## config.mk

```make
export PLATFORM = sky130hd
export DESIGN_NAME = dht11_sensor_emulator
export DESIGN_NICKNAME = d
export VERILOG_FILES = /design/src/rtl/dht11_pkg.sv /design/src/rtl/dht11_sensor_emulator_us_tick.sv /design/src/rtl/dht11_sensor_emulator.sv
export SDC_FILE = /design/constraint.sdc
export NUM_CORES = 1
export LEC_CHECK = 0
export ABC_AREA = 0
export CAP_MARGIN = 20
export CORE_MARGIN = 4
export CORE_UTILIZATION = 52
export CTS_BUF_LIST = sky130_fd_sc_hd__clkbuf_2 sky130_fd_sc_hd__clkbuf_4 sky130_fd_sc_hd__clkbuf_8
export DETAILED_ROUTE_END_ITERATION = 10
export DONT_BUFFER_PORTS = 1
export GPL_TIMING_DRIVEN = 0
export MAX_ROUTING_LAYER = met4
export PLACE_DENSITY_LB_ADDON = 0.12
export SYNTH_ARGS = -nofsm -noshare
export SYNTH_HDL_FRONTEND = slang
export SYNTH_SLANG_ARGS = --single-unit
```

## constraint.sdc

```tcl
create_clock -name clk -period 3.22 [get_ports clk]
set_input_delay 0.483 -clock clk [delete_from_list [all_inputs] [get_ports clk]]
set_output_delay 0.483 -clock clk [all_outputs]
set_load 0.05 [all_outputs]
```

## src/rtl/dht11_pkg.sv

```systemverilog
// Shared types and timing constants for the DHT11 responder model.
package dht11_pkg;

  typedef enum logic [2:0] {
    S_IDLE,
    S_HOST_LOW,
    S_RESP_DLY,
    S_RESP_LOW,
    S_RESP_HIGH,
    S_BIT_LOW,
    S_BIT_HIGH,
    S_END_LOW
  } dht11_state_e;

  localparam int unsigned RESP_LOW_US  = 80;
  localparam int unsigned RESP_HIGH_US = 80;
  localparam int unsigned BIT_LOW_US   = 50;
  localparam int unsigned BIT0_HIGH_US = 26;
  localparam int unsigned BIT1_HIGH_US = 70;
  localparam int unsigned END_LOW_US   = 50;
  localparam int unsigned FRAME_BITS   = 40;

  // The us counter serves both the start-pulse measurement and every timed phase.
  function automatic int unsigned us_cnt_width(input int unsigned start_low_us,
                                               input int unsigned resp_delay_us);
    int unsigned m;
    m = start_low_us;
    if (resp_delay_us > m) m = resp_delay_us;
    if (RESP_LOW_US > m)   m = RESP_LOW_US;
    if (RESP_HIGH_US > m)  m = RESP_HIGH_US;
    if (BIT1_HIGH_US > m)  m = BIT1_HIGH_US;
    if (BIT_LOW_US > m)    m = BIT_LOW_US;
    return $clog2(m + 1);
  endfunction

  function automatic logic [7:0] dht11_checksum(input logic [7:0] a, input logic [7:0] b,
                                                input logic [7:0] c, input logic [7:0] d);
    return 8'(a + b + c + d);
  endfunction

endpackage

```

## src/rtl/dht11_sensor_emulator_us_tick.sv

```systemverilog
// Microsecond prescaler: one-cycle tick every CLKS_PER_US cycles, restartable.
module dht11_us_tick #(
  parameter int unsigned CLKS_PER_US = 100
) (
  input  logic clk,
  input  logic reset_p,
  input  logic clr_i,
  output logic tick_o
);

  localparam int unsigned CW = (CLKS_PER_US > 1) ? $clog2(CLKS_PER_US) : 1;
  localparam logic [CW-1:0] LAST = CW'(CLKS_PER_US - 1);

  logic [CW-1:0] cnt_q, cnt_d, cur;

  // The clear cycle is treated as count 0 of the new period, so N ticks span exactly N*CLKS_PER_US cycles.
  always_comb begin
    cur    = clr_i ? '0 : cnt_q;
    tick_o = (cur == LAST);
    cnt_d  = tick_o ? '0 : cur + CW'(1);
  end

  // Prescaler count register.
  always_ff @(posedge clk or posedge reset_p) begin
    if (reset_p) cnt_q <= '0;
    else         cnt_q <= cnt_d;
  end

endmodule

```

## src/rtl/dht11_sensor_emulator.sv

```systemverilog
// DHT11 responder: detects the host start pulse and answers with preamble plus 40-bit frame.
module dht11_sensor_emulator
  import dht11_pkg::*;
#(
  parameter int unsigned CLKS_PER_US   = 100,
  parameter int unsigned START_LOW_US  = 18000,
  parameter int unsigned RESP_DELAY_US = 30
) (
  input  logic       clk,
  input  logic       reset_p,
  input  logic       dht_in,
  output logic       dht_oe,
  input  logic [7:0] hum_int,
  input  logic [7:0] hum_dec,
  input  logic [7:0] tmp_int,
  input  logic [7:0] tmp_dec,
  output logic       busy,
  output logic       frame_done
);

  localparam int unsigned US_W = us_cnt_width(START_LOW_US, RESP_DELAY_US);
  localparam logic [US_W-1:0] US_ONE   = US_W'(1);
  localparam logic [US_W-1:0] START_LO = US_W'(START_LOW_US);

  logic              sync1_q, sync2_q, hist_q;
  logic              fall_s, rise_s;
  dht11_state_e      state_q;
  logic [US_W-1:0]   us_q;
  logic [5:0]        bit_idx_q;
  logic [FRAME_BITS-1:0] frame_q;
  logic              oe_q, busy_q, done_q, entry_q;
  logic              tick;
  logic [US_W-1:0]   phase_len;
  logic              phase_end;

  dht11_us_tick #(.CLKS_PER_US(CLKS_PER_US)) u_tick (
    .clk     (clk),
    .reset_p (reset_p),
    .clr_i   (entry_q),
    .tick_o  (tick)
  );

  // Bus synchronizer plus history stage; reset to the released (high) level.
  always_ff @(posedge clk or posedge reset_p) begin
    if (reset_p) begin
      sync1_q <= 1'b1;
      sync2_q <= 1'b1;
      hist_q  <= 1'b1;
    end else begin
      sync1_q <= dht_in;
      sync2_q <= sync1_q;
      hist_q  <= sync2_q;
    end
  end

  assign fall_s = hist_q & ~sync2_q;
  assign rise_s = ~hist_q & sync2_q;

  // Length in us of the current timed phase.
  always_comb begin
    phase_len = '0;
    case (state_q)
      S_RESP_DLY:  phase_len = US_W'(RESP_DELAY_US);
      S_RESP_LOW:  phase_len = US_W'(RESP_LOW_US);
      S_RESP_HIGH: phase_len = US_W'(RESP_HIGH_US);
      S_BIT_LOW:   phase_len = US_W'(BIT_LOW_US);
      S_BIT_HIGH:  phase_len = frame_q[FRAME_BITS-1] ? US_W'(BIT1_HIGH_US) : US_W'(BIT0_HIGH_US);
      S_END_LOW:   phase_len = US_W'(END_LOW_US);
      default:     phase_len = '0;
    endcase
  end

  assign phase_end = tick && (us_q == phase_len - US_ONE);

  // Responder FSM with registered bus drive, busy and frame_done.
  always_ff @(posedge clk or posedge reset_p) begin
    if (reset_p) begin
      state_q   <= S_IDLE;
      us_q      <= '0;
      bit_idx_q <= '0;
      frame_q   <= '0;
      oe_q      <= 1'b0;
      busy_q    <= 1'b0;
      done_q    <= 1'b0;
      entry_q   <= 1'b0;
    end else begin
      done_q  <= 1'b0;
      entry_q <= 1'b0;
      if (tick && state_q != S_IDLE && state_q != S_HOST_LOW)
        us_q <= phase_end ? '0 : us_q + US_ONE;
      case (state_q)
        S_IDLE: begin
          if (fall_s) begin
            state_q <= S_HOST_LOW;
            us_q    <= '0;
            entry_q <= 1'b1;
          end
        end
        S_HOST_LOW: begin
          if (rise_s) begin
            us_q    <= '0;
            entry_q <= 1'b1;
            if (us_q >= START_LO) begin
              state_q   <= S_RESP_DLY;
              busy_q    <= 1'b1;
              bit_idx_q <= '0;
              frame_q   <= {hum_int, hum_dec, tmp_int, tmp_dec,
                            dht11_checksum(hum_int, hum_dec, tmp_int, tmp_dec)};
            end else begin
              state_q <= S_IDLE;
            end
          end else if (tick && us_q < START_LO) begin
            us_q <= us_q + US_ONE;
          end
        end
        S_RESP_DLY: if (phase_end) begin
          state_q <= S_RESP_LOW;  oe_q <= 1'b1; entry_q <= 1'b1;
        end
        S_RESP_LOW: if (phase_end) begin
          state_q <= S_RESP_HIGH; oe_q <= 1'b0; entry_q <= 1'b1;
        end
        S_RESP_HIGH: if (phase_end) begin
          state_q <= S_BIT_LOW;   oe_q <= 1'b1; entry_q <= 1'b1;
        end
        S_BIT_LOW: if (phase_end) begin
          state_q <= S_BIT_HIGH;  oe_q <= 1'b0; entry_q <= 1'b1;
        end
        S_BIT_HIGH: if (phase_end) begin
          frame_q   <= {frame_q[FRAME_BITS-2:0], 1'b0};
          bit_idx_q <= bit_idx_q + 6'd1;
          oe_q      <= 1'b1;
          entry_q   <= 1'b1;
          state_q   <= (bit_idx_q == 6'(FRAME_BITS - 1)) ? S_END_LOW : S_BIT_LOW;
        end
        S_END_LOW: if (phase_end) begin
          state_q   <= S_IDLE;
          oe_q      <= 1'b0;
          busy_q    <= 1'b0;
          done_q    <= 1'b1;
          bit_idx_q <= '0;
          entry_q   <= 1'b1;
        end
        default: state_q <= S_IDLE;
      endcase
    end
  end

  assign dht_oe     = oe_q;
  assign busy       = busy_q;
  assign frame_done = done_q;

endmodule

```

* Yosys cells after proc, flatten, opt, wreduce, memory -nomap -nowiden
Index checks and enable logic that the tools add are counted.
** Word-level totals
- Output and inout port bits :: 3
- Input port bits :: 35
- Logic and storage cells :: 108
- Bits in registers :: 78
** Operators by class
- Bitwise gates (word level) :: 4
- Add/subtract/negate cells :: 7
- Magnitude comparators :: 2
- Muxes and demuxes :: 41
- Eq/ne operators :: 22
- Reductions and logical operators :: 20
** Operator list (number)
- $mux W40 :: 3
- $pmux W40 S2 :: 1
- $mux W15 :: 5
- $pmux W15 S2 :: 1
- $pmux W7 S4 :: 1
- $add A8 B8 Y8 :: 3
- $mux W3 :: 8
- $mux W6 :: 4
- $pmux W3 S8 :: 1
- $mux W7 :: 3
- $ne A2 B2 Y1 const B :: 9
- $pmux W6 S3 :: 1
- $add A15 B1 Y15 const B :: 1
- $eq A15 B15 Y1 :: 1
- $ge A15 B15 Y1 const B :: 1
- $lt A15 B15 Y1 const B :: 1
- $sub A15 B1 Y15 const B :: 1
- $eq A3 B3 Y1 const B :: 4
- $mux W1 :: 8
- $reduce_and A4 Y1 :: 2
- $reduce_and A8 Y1 :: 1
- $add A7 B1 Y7 const B :: 1
- $eq A7 B7 Y1 const B :: 1
- $add A6 B1 Y6 const B :: 1
- 19 further kinds :: 33

* Logic depth before layout (Yosys ltp)
Gate-level depths: netlist of the first run.
- Depth after elaboration :: 11
- Gate-level depth with buffers :: 12
- Mapped depth without buffers :: 12

* Cells and area by module
From an unflattened synthesis of the first run, not the netlist that was laid out.
** Second synthesis, totals
- Cell total of the unflattened synthesis :: 462
- Area total of the unflattened synthesis :: 4947.2 µm²
** Modules (own cells, without submodules)
- dht11_sensor_emulator :: cells an instance 426, area an instance 4570.6 µm², instances 1, sequential area each 1780.5 µm²
- dht11_us_tick :: cells an instance 36, area an instance 376.6 µm², instances 1, sequential area each 175.2 µm²

* Worst setup path after synthesis of the first run
OpenSTA, ideal clock, no wires.
- Path type :: input to register
- From :: input port hum_int[1]
- To :: register frame_q[7]
- Library setup time :: 125 ps
- Cell stages on the path :: 12
- Buffers on the path :: 0
- Data required time :: 3095 ps
- Data arrival time :: 2953 ps
- Slack :: 142 ps
- Path through :: fa_1 > fa_1 > ha_1 > inv_1 > fa_1 > nor2b_1 > nor3_1 > o21bai_1 > a21oi_1 > xnor2_1 > o21ai_0 > mux2_2
** Between the ends
- Longest elaborated chain between the ends :: 6
** Ends and longest elaborated chain
- start: declaration :: RTL line dht11_sensor_emulator.sv:13 : input logic [7:0] hum_int,
- $add A8 B8 Y8 (3 in series) :: RTL line dht11_pkg.sv:38 : return 8'(a + b + c + d);
- $mux W40 :: RTL line dht11_sensor_emulator.sv:103 : if (us_q >= START_LO) begin
- $mux W40 :: RTL line dht11_sensor_emulator.sv:100 : if (rise_s) begin
- $pmux W40 S2 :: RTL line dht11_sensor_emulator.sv:91 : case (state_q)
- end signal: assignment :: RTL line dht11_sensor_emulator.sv:107 : frame_q <= {hum_int, hum_dec, tmp_int, tmp_dec,
- end signal: assignment :: RTL line dht11_sensor_emulator.sv:129 : frame_q <= {frame_q[FRAME_BITS-2:0], 1'b0};
- end: declaration :: RTL line dht11_sensor_emulator.sv:30 : logic [FRAME_BITS-1:0] frame_q;
Every way passes these cells. The select of a mux whose other input is x is not followed.
A chain may end at the register's enable or synchronous reset.

* Worst setup path in the final report of the first run
Ends and elaborated chain as after synthesis.

==> out/summary.md, run 1 <==
Across the run, the number of max-cap violations was 0. Worst min-delay path class: in2reg. The worst path needs 2.98 ns of the cycle, external delays included. Global routing finished with a remaining overflow of 0. The part of the Yosys area used for sequential elements is 41.1%, and the summed instance area of the synthesized netlist is 4760 um^2. The tools report the routability-driven placement congestion ratio as 0.867. The count of input and output buffers is 0. The flip-flop and latch count after synthesis came out at 78. In the routed design, unresolved DRC markers number 0. In the synthesized netlist the dominant register cell turns out to be dfrtp_1. The detailed router finished its first iteration with 248 violations.

The fill cell instance count of the final layout is 806. The global-route usage over all layers was 23.7%. Cells fill 58.8% of the core in the end. On the critical path, the stage with the largest delay is an instance of fa_1. The total count of hold-check failures in the final report is 0, and the largest driver fanout on the critical path is 3. The die width was 104 um. The capture point of the worst reg-to-reg path is frame_q[8]. The region available for standard cell placement spans 8810 um^2. The number of antenna diodes in the final layout is 0. The register clock-pin slew on the reported worst setup and hold paths is 0.08 ns, and the share of the cycle needed by the critical path after routing is 92.7%. For the clock insertion delay at the later pin of the skew report, the log shows 0.36 ns.

Yosys attributes the largest share of cell area to dfrtp_1, nand2_1, fa_1, nor2_1, a31oi_1. The commonest cells after synthesis are nand2_1, dfrtp_1, nor2_1, a31oi_1. The tools report the total iterations of the first detailed-routing run as 4. Data on the critical path arrives at its endpoint at 3.22 ns. The HPWL after detailed placement is 8750 um. For the synthesized netlist cell count, the log shows 549.

TritonCTS built the clock tree. The worst flop-to-flop path startpoint is state_q[0]. The worst hold path passes through 0 cells. For this run, the top clock speed supported by timing is 335 MHz.

The floorplan step defined a die boundary enclosing 10800 um^2. The net count of the mapped netlist is 610. Across all layers, the routed design uses 4007 vias.

Kind of launch point of the worst setup path: a primary input. TritonCTS created 9 clock buffers. The root buffer cell chosen for the clock tree is clkbuf_8. The initial antenna violation count is 0.

The analysis attributes to cell leakage a power of 2.11 nW. Total number of H-tree levels: 3. The die is 104 um tall. For this configuration, the core starts out at a cell density of 54.1%. The remaining antenna violation count after routing came out at 0.

The most numerous cell on the critical path was fa_1. Entering global routing, the biggest net connects 56 pins. The yosys synthesis warning count was 0; the wire length of the first global-routing pass was 20100 um. The area growth from synthesis to layout is 8.78%. A synthesized cell averages 8.67 um^2. The worst hold path startpoint was dht_in. Share of flip-flops with an asynchronous set or reset: 100%. The number of buffers on the longest clock path came out at 2.

The worst hold path terminates at sync1_q. The post-route netlist has 9.82% of its cells at a drive strength greater than 1. The total detailed-routing wirelength was 11600 um; the number of different library cells in the post-synthesis netlist was 61.

The biggest cell delay along the critical path came out at 0.52 ns. The tools report the number of rows in the core area as 34. The clock sink total is 78.

The final routed wire length divided by cell count came out at 17.2 um. Data on the critical path is required at its endpoint by 3.46 ns. The kind of critical path is in2reg. Power spread over the standard cell area amounts to 421 nW/um^2. The worst-case IR drop observed on VDD is 213 uV. Traced cell by cell, the critical path runs through fa_1 -> fa_1 -> ha_1 -> inv_1 -> fa_1 -> nor2b_2 -> nor3_1 -> o21bai_1 -> a21oi_1 -> xnor2_1 -> o21ai_0 -> mux2_2. On the final layout, the worst clock skew is 0.0125 ns. The tools report the worst slack on hold paths as 0.127 ns. For flop-to-flop paths, the worst setup slack is 0.25 ns. The tools report the total of endpoints with negative setup slack in the final report as 0. The worst register-to-register path has a depth of 11.

In this run the tightest slew margin relative to its limit is 52.0%. STA classifies the critical path endpoint as a flip-flop. The tools report the number of pins with negative max-slew slack in the final report as 0.

After detailed routing, the number of vias per cell comes to 5.91. The flow ran to the end, and the final reports show no timing, DRC or antenna violations. Counting flops with a built-in enable in the synthesized netlist gives 0.

Most frequent cell after synthesis: nand2_1. The largest total area in the synthesized netlist belongs to dfrtp_1. For the number of global-route vias before repair, the log shows 3931. The worst-margin pin slew was 0.720 ns.

The synthesized design devotes to its leading area cell type 39.4% of total area. At the end of the flow, the number of nets in the layout was 626. Number of placed I/O pins: 38.
## area by class of cell
| type | instances | area (um^2) | share of cell area [%] |
|---|---|---|---|
| multi-input combinational | 425 | 2630 | 50.8 |
| clock buffer | 11 | 139 | 2.68 |
| inverter | 17 | 66.3 | 1.28 |
| sequential | 78 | 1960 | 37.8 |
| clock inverter | 5 | 58.8 | 1.14 |
| timing repair buffer | 6 | 67.6 | 1.30 |
| tap | 108 | 135 | 2.61 |
| buffer | 28 | 126 | 2.44 |
## repair_timing
item                       in CTS  in global routing
cloned                          0                  0
gates resized for setup         1                  5
setup buffers                   2                  2
hold endpoints to repair       22                  0
pin swaps                       1                  1
setup endpoints to repair      38                 46
hold buffers                    1                  0
## sequential cells by signal, indices dropped and copies added, names as in the netlist, 3 cells and up
| register | flops |
|---|---|
| bit_idx_q | 6 |
| frame_q | 40 |
| state_q | 3 |
| u_tick.cnt_q | 7 |
| us_q | 15 |
## where the power goes
group	total [W]	internal (W)	switching [W]
Sequential	0.00103	0.00101	0.0000274
Combinational	0.000383	0.000169	0.000214
Clock	0.000761	0.000378	0.000383
## routing by layer
layer | vias up | global-route usage [%] | share of wire, % | wire length (um)
met3 | 18 | 5.72 | 6.3 | 739
met1 | 1934 | 33.3 | 46 | 5360
met5 | - | - | 0 | 0
met2 | 107 | 34.3 | 46 | 5350
met4 | 0 | 7.12 | 1.8 | 206
li1 | 1948 | - | - | -
## placed cells by master (no fill, tap or decap), types with 3 or more instances in the layout
cell type / count
nand2_1: 105
dfrtp_1: 75
nor2_1: 65
a31oi_1: 36
o21ai_0: 23
a21oi_1: 22
nand3_1: 16
inv_1: 16
clkbuf_1: 15
xnor2_1: 15
fa_1: 14
ha_1: 12
nor3_1: 11
buf_2: 11
clkbuf_8: 9
nor2b_1: 8
nand4_1: 7
buf_4: 6
nand2b_1: 6
and3_1: 6
nor4_1: 5
xor2_1: 5
a211oi_1: 5
o211ai_1: 5
o22ai_1: 4
a21o_1: 3
a21boi_0: 3
a211o_1: 3
dfstp_2: 3
## through the flow
step / setup TNS (ns) / setup slack, ns / total power, W / cells / cell area [um^2]
after floorplan: 0 / 0.142 / 0.00134 / 549 / 4760
after global placement: -18.33 / -0.316 / 0.00142 / 657 / 4900
after detailed placement: -2.52 / -0.332 / 0.00144 / 658 / 4930
after CTS: 0 / 0.0338 / 0.00220 / 676 / 5150
after global routing: -0.000212 / -0.000212 / 0.00230 / 678 / 5180
final: 0 / 0.235 / 0.00218 / 678 / 5180
## worst max-delay path by stage
stage	startpoint	to	slack, ns	cells past startpoint
2_1_floorplan	hum_int[1]	frame_q[7]	0.14	12
3_3_place_gp	state_q[0]	bit_idx_q[3]	-0.32	11
3_5_place_dp	state_q[0]	bit_idx_q[3]	-0.33	11
4_1_cts	entry_q	us_q[10]	0.03	10
5_1_grt	entry_q	us_q[8]	-0.0002	11
6_report	hum_int[1]	frame_q[7]	0.24	12
## cell families (layout without fill, tap and decap cells)
family / count (synthesis) / count (layout) / synth area share (%)
flops: 78 / 78 / 41.1
buf+inv: 46 / 67 / 4.07
simple gates: 250 / 250 / 24.1
compound gates: 126 / 126 / 17.3
xor+xnor: 20 / 20 / 3.68
fa+ha+maj: 26 / 26 / 9.04
mux: 3 / 3 / 0.657
## worst max-delay path, delay by kind of cell
family | cells | cell delay (ns)
compound gates | 3 | 0.34
xor+xnor | 1 | 0.24
fa+ha+maj | 4 | 1.58
buf+inv | 1 | 0.05
mux | 1 | 0.28
simple gates | 2 | 0.25
Note: power is estimated with default switching activity, not from simulation.
==> run 2: changes to the inputs <==
--- a/config.mk
+++ b/config.mk
@@ -8,11 +8,12 @@
 export ABC_AREA = 0
 export CAP_MARGIN = 20
 export CORE_MARGIN = 4
-export CORE_UTILIZATION = 52
+export CORE_UTILIZATION = 42
 export CTS_BUF_LIST = sky130_fd_sc_hd__clkbuf_2 sky130_fd_sc_hd__clkbuf_4 sky130_fd_sc_hd__clkbuf_8
 export DETAILED_ROUTE_END_ITERATION = 10
 export DONT_BUFFER_PORTS = 1
 export GPL_TIMING_DRIVEN = 0
+export HOLD_SLACK_MARGIN = 0.03
 export MAX_ROUTING_LAYER = met4
 export PLACE_DENSITY_LB_ADDON = 0.12
 export SYNTH_ARGS = -nofsm -noshare
==> run 2 against run 1 <==
Effect of this change:
- global-route usage down 3.0 points
- combinational power about the same
- total power down 1.2%
- die area up 22%
- critical path depth down 3
- critical path type is now reg2reg
- critical endpoint is now frame_q[27]
- largest power group unchanged
==> out/summary.md, run 2 (same netlist as run 1, synthesis figures left out) <==
Register clock-pin slew on the reported worst setup and hold paths: 0.08 ns (about the same). The total clock buffers created by CTS came out at 9 (unchanged). Total number of H-tree levels: 3 (unchanged). STA classifies the critical path startpoint as a flip-flop. The pin count of the biggest net entering global routing came out at 57 (+1.8%).

The detailed-routed wire length on met2 came out at 5850 um (+9.4%). The most common library cell in the layout ignoring fill and taps is nand2_1. The tools report the total iterations of the first detailed-routing run as 5 (+1). Worst flop-to-flop path startpoint: us_q[7]. For the fraction of power consumed by the clock network, the log shows 34.3% (-0.6 points). The logs give 20.7% (-3.0 points) for the global-route usage over all layers and 781 um (+5.7%) for the detailed route wirelength on metal3. The run gives 0.37 ns (about the same) as the clock insertion delay at the later pin of the skew report.

TritonCTS built the clock tree. Chip height: 114 um (+10%). The detailed router's first-iteration violation count is 291 (+17%), and the fraction of power consumed by combinational cells is 17.7% (about the same). Number of rows in the core area: 38 (+12%).

The min-delay analysis places its worst path in the category in2reg. Setup repair after global routing could not meet its margin everywhere. The logs give 3981 (-0.65%) for the total vias in the final route and 329 MHz (-1.9%) for the maximum achievable frequency. The standard cell core area is 11000 um^2 (+25%). The max-cap check violation count came out at 0 (unchanged). The logs give -0.432 ns (-0.0999 ns) for the worst slack at placement and 627 (+0.16%) for the count of nets after finishing. For the number of pins with negative max-slew slack in the final report, the log shows 0 (unchanged). Top register by number of flip-flops: frame_q. Time the final worst path needs with I/O delays and setup: 3.04 ns (+0.0563 ns). For the number of global-route vias before repair, the log shows 4105 (+4.4%). The worst-case clock skew is 0.0103 ns (-0.00225 ns), and the share of cells above drive strength 1 is 9.47% (-0.35 points). Via density per instance: 5.61 (-5.1%).

The total DRC errors in the routed layout was 0 (unchanged). The tools report the number of placed I/O pins as 38 (unchanged). The worst setup path is captured at a flip-flop. The remaining antenna violation count after routing came out at 0 (unchanged). The count of input and output buffers works out to 0 (unchanged). The internal power of the cells came out at 0.00155 W (-0.42%).

For the routability-driven placement congestion ratio, the log shows 0.874 (+0.81%). The wire length of the first global-routing pass is 20700 um (+2.8%). The tools report the critical path arrival as 3.28 ns (+0.06 ns). For the leakage dissipation, the log shows 2.12 nW (+0.44%). The initial core utilization is 43.4% (-11 points). Antenna diode count: 0 (unchanged). The total of endpoints with negative setup slack in the final report is 0 (unchanged).

The tree is rooted in a clkbuf_8. The origin of the worst setup path is us_q[7]. The run finished with clean final reports. The run gives 3.46 ns (about the same) as the critical path data required time. The sequential fraction of design power is 48.1% (+0.6 points), and the number of placed instances with taps included is 690 (+4.9%). The final routed wire length divided by cell count was 17.3 um (+0.47%); the die footprint was 13100 um^2 (+22%). The worst-margin pin slew works out to 1.11 ns (+0.386 ns). The overall overflow remaining after global route is 0 (unchanged). The worst hold path begins at dht_in.

The largest registers in the layout are frame_q x40, us_q x15, u_tick.cnt_q x7. The die width was 114 um (+10%); the maximum vdd ir drop was 311 uV (+46%). The highest metal layer carrying signal wires in the routed design is met4. The clock sink total was 78 (unchanged); the power density over the cells was 413 nW/um^2 (-1.8%). The run gives 0.179 ns (-0.0563 ns) as the setup slack after layout. The flip-flop count of the largest register after layout was 40 (unchanged). For the switching power, the log shows 0.000606 W (-3.0%). For the fill cell instance count of the final layout, the log shows 1053 (+31%).

The kind of critical path is reg2reg. Compared with the post-synthesis result, the final layout area differs by 9.46%. The routed metal-1 wirelength was 5430 um (+1.3%). The number of buffers on the longest clock path is 2 (unchanged).

For the remaining max-slew budget at the tightest pin, the log shows 25.6% (-26 points). The HPWL after detailed placement was 9100 um (+4.0%); the total count of hold-check failures in the final report was 0 (unchanged). The final non-filler cell total was 710 (+4.7%); the largest driver fanout on the critical path was 10 (+7). The switching part of the total is 28.1% (-0.53 points), and the share of the cycle needed by the critical path after routing is 94.4% (+1.7 points). For the total detailed-routing wirelength, the log shows 12300 um (+5.2%). The overall power after layout is 0.00215 W (-1.2%), and the initial antenna violation count is 0 (unchanged). In the layout the commonest cells are nand2_1, dfrtp_1, nor2_1, a31oi_1.
## run 2: changes by cell type in the layout (fill, tap and decap cells not counted)
cell	delta
a21oi_1	+1
clkbuf_8	+1
nor4_2	-1
nor4_1	+1
clkinvlp_4	-2
buf_4	+1
a21oi_2	-1
clkinv_2	+3
inv_6	-1
buf_2	-2
## run 2: repair_timing
action / 4_1_cts / 5_1_grt
hold buffers: 1 / 0
setup buffers: 3 / 2
pin swaps: 1 / 2
gates resized for setup: 1 / 5
endpoints found under the hold margin: 22 / 0
endpoints found under the setup margin: 53 / 59
## run 2: cell type report
type / instances / area (um^2) / area share (%)
Multi-Input combinational cell: 425 / 2620 / 50.3
Sequential cell: 78 / 1960 / 37.5
Tap cell: 140 / 175 / 3.36
Clock buffer: 10 / 138 / 2.64
Buffer: 28 / 131 / 2.52
Timing Repair Buffer: 7 / 75.1 / 1.44
Inverter: 17 / 66.3 / 1.27
Clock inverter: 5 / 50.0 / 0.960
## run 2: power groups by stage
stage                     combinational (W)  clock [W]  sequential (W)
after floorplan                    0.000299          0         0.00105
after CTS                          0.000382   0.000768         0.00103
after detailed placement           0.000379          0         0.00105
after global placement             0.000364          0         0.00105
final                              0.000381   0.000737         0.00103
after global routing               0.000436   0.000802         0.00104
## run 2: final timing paths
| path | depth (start not counted) | end | slack (ns) |
|---|---|---|---|
| max in group asynchronous | 3 | hist_q | 2.02 |
| worst min register to register | 0 | sync2_q | 0.36 |
| min in group asynchronous | 2 | frame_q[32] | 0.56 |
| worst max register to register | 9 | frame_q[27] | 0.18 |
| worst min-delay path | 0 | sync1_q | 0.11 |
| worst max-delay path | 9 | frame_q[27] | 0.18 |
## run 2: through the flow
| stage | cell area (um^2) | utilization, % | setup TNS [ns] | hold WS (ns) |
|---|---|---|---|---|
| floorplan | 4760 | - | 0 | 0.345 |
| global placement | 4940 | 45.0 | -24.04 | 0.350 |
| detailed placement | 4970 | 45.2 | -4.91 | 0.349 |
| CTS | 5190 | 47.2 | 0 | 0.0912 |
| global route | 5210 | 47.5 | -0.0685 | 0.0816 |
| finish | 5210 | 47.5 | 0 | 0.113 |
## run 2: critical path, cell delays in order, from the launching register on
cell and delay (ns):
dfrtp_1 0.33, clkbuf_1 0.33, a211oi_1 0.12, o211ai_1 0.23, nand2_1 0.13, nor4_1 0.85, o21bai_4 0.33, buf_4 0.22
buf_2 0.25, a31oi_1 0.12
## run 2: per-layer routing
| metal | vias up | GRT usage, % |
|---|---|---|
| met5 | - | - |
| li1 | 1945 | - |
| met4 | 0 | 5.46 |
| met2 | 108 | 32.9 |
| met3 | 19 | 6.92 |
| met1 | 1909 | 25.3 |
==> run 3: changes to the inputs <==
--- a/config.mk
+++ b/config.mk
@@ -10,6 +10,7 @@
 export CORE_MARGIN = 4
 export CORE_UTILIZATION = 42
 export CTS_BUF_LIST = sky130_fd_sc_hd__clkbuf_2 sky130_fd_sc_hd__clkbuf_4 sky130_fd_sc_hd__clkbuf_8
+export CTS_CLUSTER_SIZE = 40
 export DETAILED_ROUTE_END_ITERATION = 10
 export DONT_BUFFER_PORTS = 1
 export GPL_TIMING_DRIVEN = 0
==> results of run 3 <==
Final layout, timing and power as in run 2 (identical DEF).
